`config.mk`:
```
export PLATFORM = sky130hd
export DESIGN_NAME = ring_scan_decoder
export DESIGN_NICKNAME = d
export VERILOG_FILES = /design/src/rtl/ring_scan_decoder.sv
export SDC_FILE = /design/constraint.sdc
export NUM_CORES = 1
export LEC_CHECK = 0
export CAP_MARGIN = 5
export CORE_MARGIN = 4
export CORE_UTILIZATION = 34
export CTS_CLUSTER_DIAMETER = 50
export DETAILED_ROUTE_END_ITERATION = 10
export DONT_BUFFER_PORTS = 1
export PLACE_DENSITY = 0.51
export SETUP_SLACK_MARGIN = 0.5
export SLEW_MARGIN = 20
export SYNTH_ARGS = -nofsm -noshare
export SYNTH_HDL_FRONTEND = slang
export SYNTH_SLANG_ARGS = --single-unit
```
`constraint.sdc`:
```
create_clock -name i_Clk -period 2.26 [get_ports i_Clk]
set_clock_uncertainty 0.05 [all_clocks]
set_input_delay 0.565 -clock i_Clk [delete_from_list [all_inputs] [get_ports i_Clk]]
set_output_delay 0.565 -clock i_Clk [all_outputs]
set_load 0.01 [all_outputs]
```
`src/rtl/ring_scan_decoder.sv`:
```
// ring_scan_decoder: one-hot anode ring scan with skip mask,
// anti-ghost blanking, PWM brightness and selectable polarity.
module ring_scan_decoder #(
  parameter int N_DIGITS         = 4,
  parameter int PRESCALE_LOG2    = 4,
  parameter int BLANK_CYCLES     = 2,
  parameter bit ANODE_ACTIVE_LOW = 1'b1,
  localparam int SEL_W = (N_DIGITS > 2) ? $clog2(N_DIGITS) : 1
) (
  input  logic                i_Clk,
  input  logic                i_Reset,
  input  logic                i_Enable,
  input  logic [N_DIGITS-1:0] i_DigitMask,
  input  logic [3:0]          i_Bright,
  output logic [SEL_W-1:0]    o_Sel,
  output logic [N_DIGITS-1:0] o_Anodos,
  output logic                o_SlotStart
);

  localparam logic [PRESCALE_LOG2-1:0] LP_CMAX  = '1;
  localparam logic [PRESCALE_LOG2-1:0] LP_BLANK =
    PRESCALE_LOG2'(BLANK_CYCLES);
  localparam logic [SEL_W-1:0] LP_SMAX = SEL_W'(N_DIGITS - 1);
  localparam logic [N_DIGITS-1:0] LP_IDLE =
    {N_DIGITS{ANODE_ACTIVE_LOW}};

  logic [PRESCALE_LOG2-1:0] r_cnt;
  logic [SEL_W-1:0]         r_sel;
  logic [N_DIGITS-1:0]      r_an;
  logic                     r_ss;

  logic                     w_wrap;
  logic [PRESCALE_LOG2-1:0] w_cnt_nxt;
  logic [SEL_W-1:0]         w_plain;
  logic [SEL_W-1:0]         w_hunt;
  logic                     w_found;
  logic [SEL_W:0]           w_try;
  logic [SEL_W-1:0]         w_idx;
  logic [SEL_W-1:0]         w_sel_nxt;
  logic                     w_on;
  logic [N_DIGITS-1:0]      w_an;
  logic [N_DIGITS-1:0]      w_drive;

  assign w_wrap    = (r_cnt == LP_CMAX);
  assign w_cnt_nxt = r_cnt + PRESCALE_LOG2'(1);
  assign w_plain   = (r_sel == LP_SMAX) ? '0 : r_sel + SEL_W'(1);

  // First enabled index above sel, wrapping; k=N lands back on sel.
  always_comb begin
    w_hunt  = w_plain;
    w_found = 1'b0;
    w_try   = '0;
    w_idx   = '0;
    for (int k = 1; k <= N_DIGITS; k++) begin
      w_try = {1'b0, r_sel} + (SEL_W+1)'(k);
      if (w_try >= (SEL_W+1)'(N_DIGITS))
        w_try = w_try - (SEL_W+1)'(N_DIGITS);
      w_idx = w_try[SEL_W-1:0];
      if (!w_found && i_DigitMask[w_idx]) begin
        w_found = 1'b1;
        w_hunt  = w_idx;
      end
    end
  end

  assign w_sel_nxt = w_wrap ? w_hunt : r_sel;

  // Decode from next-state so sel and anodes switch together.
  assign w_on = i_Enable
             && i_DigitMask[w_sel_nxt]
             && (w_cnt_nxt >= LP_BLANK)
             && (w_cnt_nxt[PRESCALE_LOG2-1 -: 4] <= i_Bright);

  always_comb begin
    w_an = '0;
    for (int k = 0; k < N_DIGITS; k++)
      w_an[k] = w_on && (w_sel_nxt == SEL_W'(k));
  end

  assign w_drive = ANODE_ACTIVE_LOW ? ~w_an : w_an;

  always_ff @(posedge i_Clk) begin
    if (i_Reset) begin
      r_cnt <= '0;
      r_sel <= '0;
      r_an  <= LP_IDLE;
      r_ss  <= 1'b0;
    end else begin
      r_cnt <= w_cnt_nxt;
      r_sel <= w_sel_nxt;
      r_an  <= w_drive;
      r_ss  <= w_wrap;
    end
  end

  assign o_Sel       = r_sel;
  assign o_Anodos    = r_an;
  assign o_SlotStart = r_ss;

endmodule

```
# Word-level counts from Yosys, hierarchy flattened
# Cells that the tools add are included.
# word_totals
wordCells	68
out_inout_bits	7
inputBits	11
ff_bits	11
# classes
n_mux	23
n_addsub	10
n_eq_ne	5
n_reduce_logical	14
n_bitwise	1
magnitude_cmp	11
# ops
op	count
2-bit 2-to-1 mux	10
2-bit by 3-bit less-than comparator with 1-bit output (second input constant)	5
3-bit >= comparator (second input constant)	4
1-bit binary-select mux with 2-bit select	5
1-bit logical AND	10
1-bit 2-to-1 mux	8
2-bit by 1-bit subtractor with 2-bit output (second input constant)	4
2-bit by 2-bit adder with 3-bit output (second input constant)	2
2-bit == test (second input constant)	3
4-bit by 1-bit adder with 4-bit output (second input constant)	1
4-bit == test (second input constant)	1
4-bit by 2-bit >= comparator with 1-bit output (second input constant)	1
4-bit less-or-equal comparator	1
4-bit inverter	1
2-bit by 1-bit adder with 3-bit output (second input constant)	1
2-bit by 3-bit adder with 3-bit output (second input constant)	1
1-bit logical NOT	3
2-bit by 1-bit adder with 2-bit output (second input constant)	1
2-bit by 1-bit == test with 1-bit output (second input constant)	1
2-bit logical NOT	1

# Longest topological paths before layout
# Gate-level depths: netlist of run 1.
# logic_depth
depth_word	23
mapped_depth	9
ltp_nobuf	9

# Worst setup path before layout of run 1
# Ideal clock, no wire load.
# synth_path
path_kind	input port to flip-flop
startpoint	in i_DigitMask[1]
endpoint	reg r_an[2], in the netlist o_Anodos[2]
cell_stages	6
n_path_buf	1
setup_slack_ns	0.127
arrival_ns	1.946
setup_time_ns	0.137
required_time_ns	2.073
path_cell_list	buf_2 > mux4_2 > nor2b_1 > nor4_2 > mux2i_1 > nand4b_1
# synth_between
elab_chain_len	20
elab_cells_between_ends	30
classes_between	eq/ne: 1; mux: 18; bitwise: 1; reduce/logical: 10
# synth_rtl
item	line_no	rtl
from (decl)	13	input logic [N_DIGITS-1:0] i_DigitMask,
1-bit binary-select mux with 2-bit select	59	if (!w_found && i_DigitMask[w_idx]) begin
1-bit 2-to-1 mux (not written as such)	59	
1-bit 2-to-1 mux	59	
1-bit logical NOT	59	
1-bit logical AND	59	
1-bit 2-to-1 mux	59	
1-bit logical NOT	59	
1-bit logical AND	59	
(+4 left out)	n/a	
2-bit 2-to-1 mux	66	assign w_sel_nxt = w_wrap ? w_hunt : r_sel;
1-bit binary-select mux with 2-bit select	70	&& i_DigitMask[w_sel_nxt]
1-bit 2-to-1 mux (not written as such)	70	
1-bit logical AND	70	
1-bit logical AND	71	&& (w_cnt_nxt >= LP_BLANK)
1-bit logical AND	72	&& (w_cnt_nxt[PRESCALE_LOG2-1 -: 4] <= i_Bright);
1-bit logical AND (*)	77	w_an[k] = w_on && (w_sel_nxt == SEL_W'(k));
4-bit inverter (*)	80	assign w_drive = ANODE_ACTIVE_LOW ? ~w_an : w_an;
to (signal assigned)	91	r_an <= w_drive;
to (decl)	29	logic [N_DIGITS-1:0] r_an;
# Mark *: on every way between the ends. The rest lies on a longest branch, timed or not. The select of a mux whose other input is x is not followed.
# A chain may end at the register's enable or synchronous reset.

# Worst setup path in the final report of run 1
# layout_path
startpoint	reg r_cnt[0]
endpoint	reg r_an[3], in the netlist o_Anodos[3]
# layout_between
elab_cells_between_ends	13
classes_between	add/sub: 1; order compare: 2; eq/ne: 2; mux: 3; bitwise: 1; reduce/logical: 4
# layout_lines
item	line_no	rtl
from (decl)	27	logic [PRESCALE_LOG2-1:0] r_cnt;
from (signal assigned)	89	r_cnt <= w_cnt_nxt;
4-bit by 1-bit adder with 4-bit output (*)	45	assign w_cnt_nxt = r_cnt + PRESCALE_LOG2'(1);
net w_cnt_nxt[2]	33	logic [PRESCALE_LOG2-1:0] w_cnt_nxt;
4-bit by 2-bit >= comparator with 1-bit output	71	
1-bit logical AND	71	
1-bit logical AND (*)	72	
1-bit logical AND (*)	77	
4-bit inverter (*)	80	
# The timed path passes the listed nets; every way through them passes the cells marked *. The select of a mux whose other input is x is not followed.

==> results of run 1 <==
state kept, by name, summed over array words and instances (netlist names):
name / cells
o_Anodos: 4
o_Sel: 2
r_cnt: 4
o_SlotStart: 1
worst max-delay path, stage by stage (launching register included):
cell and delay [ps]:
dfxtp_4 370, ha_4 180, xnor2_4 170, inv_2 70
ha_4 270, nand4_1 90, a21oi_2 140, o41ai_2 80
a31oi_1 150, buf_4 150, nand4b_1 100
cell usage in the layout (no fill, tap or decap), types with 2 or more instances in the layout:
cell / n
buf_6: 2
nand3b_1: 2
dfxtp_4: 3
mux2i_1: 2
clkbuf_4: 3
ha_1: 3
inv_2: 2
a2111oi_4: 2
nor2_1: 7
buf_4: 10
nor2b_1: 2
nand2_1: 4
or3b_4: 2
nand4_1: 3
inv_1: 7
nand4b_1: 2
ha_4: 4
o21ai_0: 2
mux4_2: 2
a21oi_1: 3
nand3_1: 3
dfxtp_1: 7
power breakdown:
| part | leakage [nW] | total (mW) | switching [mW] | internal [mW] |
|---|---|---|---|---|
| Combinational | 0.264 | 0.102 | 0.0430 | 0.0588 |
| Clock | 0.0150 | 0.131 | 0.0627 | 0.0682 |
| Sequential | 0.0919 | 0.207 | 0.00835 | 0.199 |
| Total | 0.370 | 0.440 | 0.114 | 0.326 |
per-layer routing:
| layer | GRT usage, % | share of wire (%) | wire [µm] | vias up |
|---|---|---|---|---|
| met3 | 5.06 | 6.0 | 117 | 4 |
| met2 | 22.6 | 52 | 1010 | 17 |
| met1 | 15.1 | 41 | 797 | 339 |
| met4 | 2.98 | 1.6 | 31 | 0 |
| met5 | 0 | 0 | 0 | - |
| li1 | - | - | - | 342 |
layout make-up:
class                      instances  area share [%]
timing repair buffer              12            9.13
clock buffer                       4            2.46
multi-input combinational         62            60.2
inverter                           9            3.16
tap                               28            3.28
sequential                        11            21.8
metrics by stage:
stage	std cells	power [mW]	utilization, %	hold WS, ps
3_5_place_dp	113	0.271	38.5	444
4_1_cts	125	0.440	46.3	292
5_1_grt	126	0.474	47.8	281
2_1_floorplan	87	0.275	-	398
6_report	126	0.440	47.8	299
3_3_place_gp	113	0.269	38.5	434
how the worst max path moves through the flow:
| stage | from | cells past startpoint | slack (ps) | endpoint |
|---|---|---|---|---|
| 5_1_grt | r_cnt[0]$_SDFF_PP0_ | 10 | 170 | o_Anodos[1]$_SDFF_PP1_ |
| 6_report | r_cnt[0]$_SDFF_PP0_ | 10 | 320 | o_Anodos[3]$_SDFF_PP1_ |
| 3_5_place_dp | r_cnt[0]$_SDFF_PP0_ | 9 | 50 | o_Anodos[1]$_SDFF_PP1_ |
| 4_1_cts | r_cnt[0]$_SDFF_PP0_ | 10 | 340 | o_Anodos[3]$_SDFF_PP1_ |
| 3_3_place_gp | r_cnt[0]$_SDFF_PP0_ | 9 | 70 | o_Anodos[2]$_SDFF_PP1_ |
| 2_1_floorplan | i_DigitMask[2] | 6 | 230 | o_Anodos[2]$_SDFF_PP1_ |
kinds of logic after synthesis:
logic type               synth area share, %
buffers and inverters                   8.65
AND/OR/NAND/NOR                         21.8
multiplexers                            8.04
flip-flops                              27.2
adder cells (fa/ha/maj)                 10.8
AO/OA/AOI/OAI                           20.3
XOR/XNOR                                3.25
what timing repair did:
| action | 4_1_cts | 5_1_grt |
|---|---|---|
| setup endpoints to repair | 6 | 6 |
| pin swaps | 8 | 5 |
| gates cloned | 0 | 0 |
| hold endpoints to repair | 0 | 0 |
| resized for setup | 20 | 5 |
| hold buffers | 0 | 0 |
| buffers inserted | 8 | 1 |
==> run_results.csv, run 1 <==
group,metric,value,unit
logic_synthesis,synth_ff_type,"dfxtp_1",
sta,worstMarginPinSlew,416,ps
drt,dr.pass1.iters,3,
sta,fmax,516,MHz
place,portBuffers,0,
setup_path,cp-start-kind,"flip-flop",
outcome,outcome,"complete, no violations",
logic_synthesis,synth_enable_flop_cells,0,
cells_and_area,area.growth.synth_to_final,32.0,%
pwr,cellPowerDensity,412,nW/µm²
floorplanning,num_io_pins,18,
drt,wl_per_cell,15.5,µm
clock_tree,clock-sinks,11,
logic_synthesis,yosys_warnings,0,
grt,first_global_vias,708,
grt,grt_pass1_wl,3330,µm
place,hpwl,1330,µm
setup_path,worstRegToRegCells,10,
setup_path,criticalPathCategory,"flip-flop to flip-flop",
drt,drc_errors,0,
logic_synthesis,async_flop_share,0,%
logic_synthesis,synth-seq-area-share,27.2,%
logic_synthesis,yosysMostFrequentCell,"dfxtp_1",
clock_tree,cts-root-buf,"clkbuf_4",
grt,antenna_found_initial,0,
cells_and_area,fin_area,1070,µm²
clock_tree,cts_buffers,3,
floorplanning,dieArea,3230,µm²
sta,min_period_over_period,85.8,%
setup_path,worst_ep_arrival_time,2030,ps
drt,drt_iter0_drc,15,
sta,slew_violations,0,
pwr,vdd_ir_drop_max,407,µV
logic_synthesis,synth_area_leaders,"dfxtp_1 27%, ha_1 11%, mux4_2 5.6%",
logic_synthesis,synth_top_area_share,27.2,%
logic_synthesis,ys_seq_elements,11,
sta,finalSetupViolCount,0,
cells_and_area,seqCellArea,233,µm²
place,post_dp_cell_area,860,µm²
floorplanning,core,2230,µm²
pwr,p_leak,0.370,nW
logic_synthesis,synth_top_cell_by_area,"dfxtp_1",
job,cap_violations,0,
clock_tree,clk_path_buf_depth,2,
logic_synthesis,synthTopCellsByCount,"11 x dfxtp_1, 9 x inv_1, 7 x ha_1, 7 x nor2_1",
floorplanning,die_h,56.8,µm
clock_tree,cts_tree,"done",
floorplanning,rows,17,
sta,max-slew-margin-rel,72.3,%
place,gp_congestion,0.718,
worst_hold_path,min_path_type,"input pin to flip-flop",
cells_and_area,multiInputGateArea,643,µm²
drt,viasPerCell,5.57,
setup_path,cp_data_required_time,2350,ps
drt,antenna_left,0,
logic_synthesis,syn_nets,105,
setup_path,reg2reg_slack,320,ps
drt,num_vias,702,
worst_hold_path,whs_path_depth,1,
logic_synthesis,synth_cell_types,36,
clock_tree,cts.htree.levels,1,
setup_path,crit_path_end_kind,"flip-flop",
floorplanning,chipWidth,56.8,µm
place,place_ws,46.5,ps
logic_synthesis,syn-instance-count,87,
cells_and_area,final.fill_count,215,
sta,finalSetupTns,0,ps
grt,grt_max_degree,14,
grt,overflow,0,
grt,grtUsageTotal,13.0,%
worst_hold_path,holdPathEnd,"r_cnt[1]$_SDFF_PP0_",
sta,rsz0062_at_grt,"yes",
logic_synthesis,synth.avg_cell_area,9.30,µm²
sta,finalHoldViolations,0,
setup_path,r2r_end,"o_Anodos[3]$_SDFF_PP1_",
cells_and_area,layout.nets,117,
cells_and_area,final_layout_size_suffix_gt1_share,41.8,%
sta,fin_ws,322,ps
sta,fin_crit,1940,ps
logic_synthesis,synthesis.area,810,µm²
cells_and_area,diodes,0,
clock_tree,clkTransAtPathRegs,70,ps
clock_tree,clk_latency,260,ps
setup_path,crit_path_max_fanout,5,
drt,drt-total-wl,1950,µm
worst_hold_path,min_from,"i_Reset",
floorplanning,start_util,36.2,%
setup_path,r2r-start,"r_cnt[0]$_SDFF_PP0_",
(Power assumes the default switching activity.)
==> inputs of run 2 (changes only) <==
==> constraint.sdc (replaced) <==
create_clock -name i_Clk -period 1.8 [get_ports i_Clk]
set_clock_uncertainty 0.05 [all_clocks]
set_input_delay 0.45 -clock i_Clk [delete_from_list [all_inputs] [get_ports i_Clk]]
set_output_delay 0.45 -clock i_Clk [all_outputs]
set_load 0.01 [all_outputs]
==> run 2 against run 1 <==
The flow now finishes with violations (negative setup slack). Clock-buffer cell count did not move. Power rose by 25%. Final area rose by 4.5%. Via count rose by 3.3%. Utilization rose by 2.1 points. Wire length fell by 6.8%. Critical endpoint is now o_Anodos[2]$_SDFF_PP1_. Highest routed layer unchanged.
==> run_results.csv, run 2 (same netlist as run 1, synthesis figures left out) <==
group,metric,value,unit
place,portBuffers,0,
grt,first_global_vias,740,
clock_tree,clk_path_buf_depth,2,
drt,drt-total-wl,1820,µm
drt,drt_iter0_drc,6,
clock_tree,clk_latency,260,ps
worst_hold_path,min_path_type,"input pin to flip-flop",
setup_path,crit_path_end_kind,"flip-flop",
grt,overflow,0,
setup_path,path_cells,"or3b_4, a2111oi_4, buf_4, nor4_4, mux2i_2, nand4b_1",
grt,grt_max_degree,14,
place,gp_congestion,0.725,
cells_and_area,final_layout_size_suffix_gt1_share,43.8,%
clock_tree,cts_tree,"done",
sta,max-slew-margin-rel,80.4,%
clock_tree,cts_hold_buffers,0,
setup_path,crit_path_max_fanout,7,
floorplanning,chipWidth,56.8,µm
sta,finalSetupViolCount,6,
cells_and_area,final_common_cell,"buf_4",
grt,grtUsageTotal,12.5,%
cells_and_area,area.growth.synth_to_final,37.9,%
sta,min_period_over_period,107,%
cells_and_area,diodes,0,
setup_path,endpoint,"o_Anodos[2]$_SDFF_PP1_",
drt,drc_errors,0,
grt,antenna_found_initial,0,
drt,num_vias,725,
sta,worstMarginPinSlew,293,ps
setup_path,worstRegToRegCells,6,
floorplanning,die_h,56.8,µm
grt,grt_pass1_wl,3260,µm
sta,finalHoldViolations,0,
setup_path,worst_ep_arrival_time,2000,ps
outcome,outcome,"complete, but fails checks",
pwr,vdd_ir_drop_max,595,µV
clock_tree,clock-sinks,11,
cells_and_area,postLayoutCoreUtil,50.0,%
setup_path,criticalPathCategory,"flip-flop to flip-flop",
setup_path,r2r-start,"o_Sel[0]$_SDFF_PP0_",
drt,dr.pass1.iters,2,
sta,fin_ws,-121,ps
sta,fin_crit,1920,ps
pwr,cellPowerDensity,494,nW/µm²
cells_and_area,layout_common_cells,"15 x buf_4, 7 x inv_1, 7 x nor2_1",
clock_tree,cts_buffers,3,
pwr,p_leak,0.401,nW
floorplanning,num_io_pins,18,
setup_path,r2r_end,"o_Anodos[2]$_SDFF_PP1_",
place,hpwl,1310,µm
drt,viasPerCell,5.45,
job,cap_violations,0,
floorplanning,rows,17,
place,place_ws,-242,ps
sta,timing.hold.ws,184,ps
drt,antenna_left,0,
sta,slew_violations,0,
floorplanning,core,2230,µm²
floorplanning,dieArea,3230,µm²
clock_tree,cts-root-buf,"clkbuf_4",
drt,wl_per_cell,13.7,µm
setup_path,slowest_stage,"or3b_4",
cells_and_area,layout.nets,124,
setup_path,cp-start-kind,"flip-flop",
setup_path,cp_data_required_time,1880,ps
clock_tree,clkTransAtPathRegs,70,ps
setup_path,worstSetupStartpoint,"o_Sel[0]$_SDFF_PP0_",
setup_path,slowest_delay,390,ps
sta,rsz0062_at_grt,"yes",
setup_path,reg2reg_slack,-120,ps
outcome,violations,"negative setup slack",
clock_tree,cts.htree.levels,1,
floorplanning,start_util,36.2,%
sta,fmax,521,MHz
[run 2: changes by cell type in the layout (fill, tap and decap cells not counted), sizes merged]
| cell | delta |
|---|---|
| buf | +7 |
[run 2: layout make-up]
cell class / count / area [µm²]
clock buffers: 4 / 26.3
fillers: 220 / 1120
inverters: 9 / 33.8
multi-input cells: 62 / 632
flip-flops and latches: 11 / 231
well taps: 28 / 35.0
repair buffers: 19 / 158
[run 2: worst min path at each step]
| stage | endpoint | cells after the start | start |
|---|---|---|---|
| after floorplan | r_cnt[0]$_SDFF_PP0_ | 1 | r_cnt[0]$_SDFF_PP0_ |
| after global placement | o_Sel[1]$_SDFF_PP0_ | 1 | i_Reset |
| after detailed placement | o_Sel[0]$_SDFF_PP0_ | 1 | i_Reset |
| after CTS | r_cnt[0]$_SDFF_PP0_ | 1 | i_Reset |
| after global routing | o_Sel[0]$_SDFF_PP0_ | 1 | i_Reset |
| final | r_cnt[0]$_SDFF_PP0_ | 1 | i_Reset |
[run 2: metrics by stage]
step / instance area (µm²) / power (mW) / instances / TNS (ps)
global route: 1120 / 0.591 / 133 / -1230
finish: 1120 / 0.552 / 133 / -487
floorplan: 873 / 0.350 / 87 / -471
global placement: 945 / 0.363 / 122 / -1060
CTS: 1100 / 0.556 / 133 / -477
detailed placement: 945 / 0.364 / 122 / -1100
[run 2: critical path, delay by kind of cell, from the launching register on]
kind | cells | cell delay (ps)
AOI/OAI and AO/OA | 1 | 330
DFF | 1 | 380
buffers and inverters | 1 | 200
muxes | 1 | 250
and+or+nand+nor | 3 | 580
[run 2: what timing repair did]
item / CTS / global route
gates resized for setup: 20 / 2
buffers inserted: 7 / 0
endpoints found under the hold margin: 0 / 0
pin swaps: 7 / 3
endpoints found under the setup margin: 8 / 8
[run 2: report_power, final]
group	internal, mW	leakage, nW	switching (mW)
clock network	0.0855	0.0150	0.0744
registers	0.250	0.0921	0.0105
logic	0.0791	0.294	0.0527
[run 2: routing by layer]
metal / vias up / track usage, % / part of all wire (%)
met4: 0 / 1.99 / 0.49
met2: 10 / 23.1 / 53
met5: - / 0 / 0
met1: 357 / 13.8 / 42
met3: 2 / 4.60 / 3.8
li1: 356 / - / -
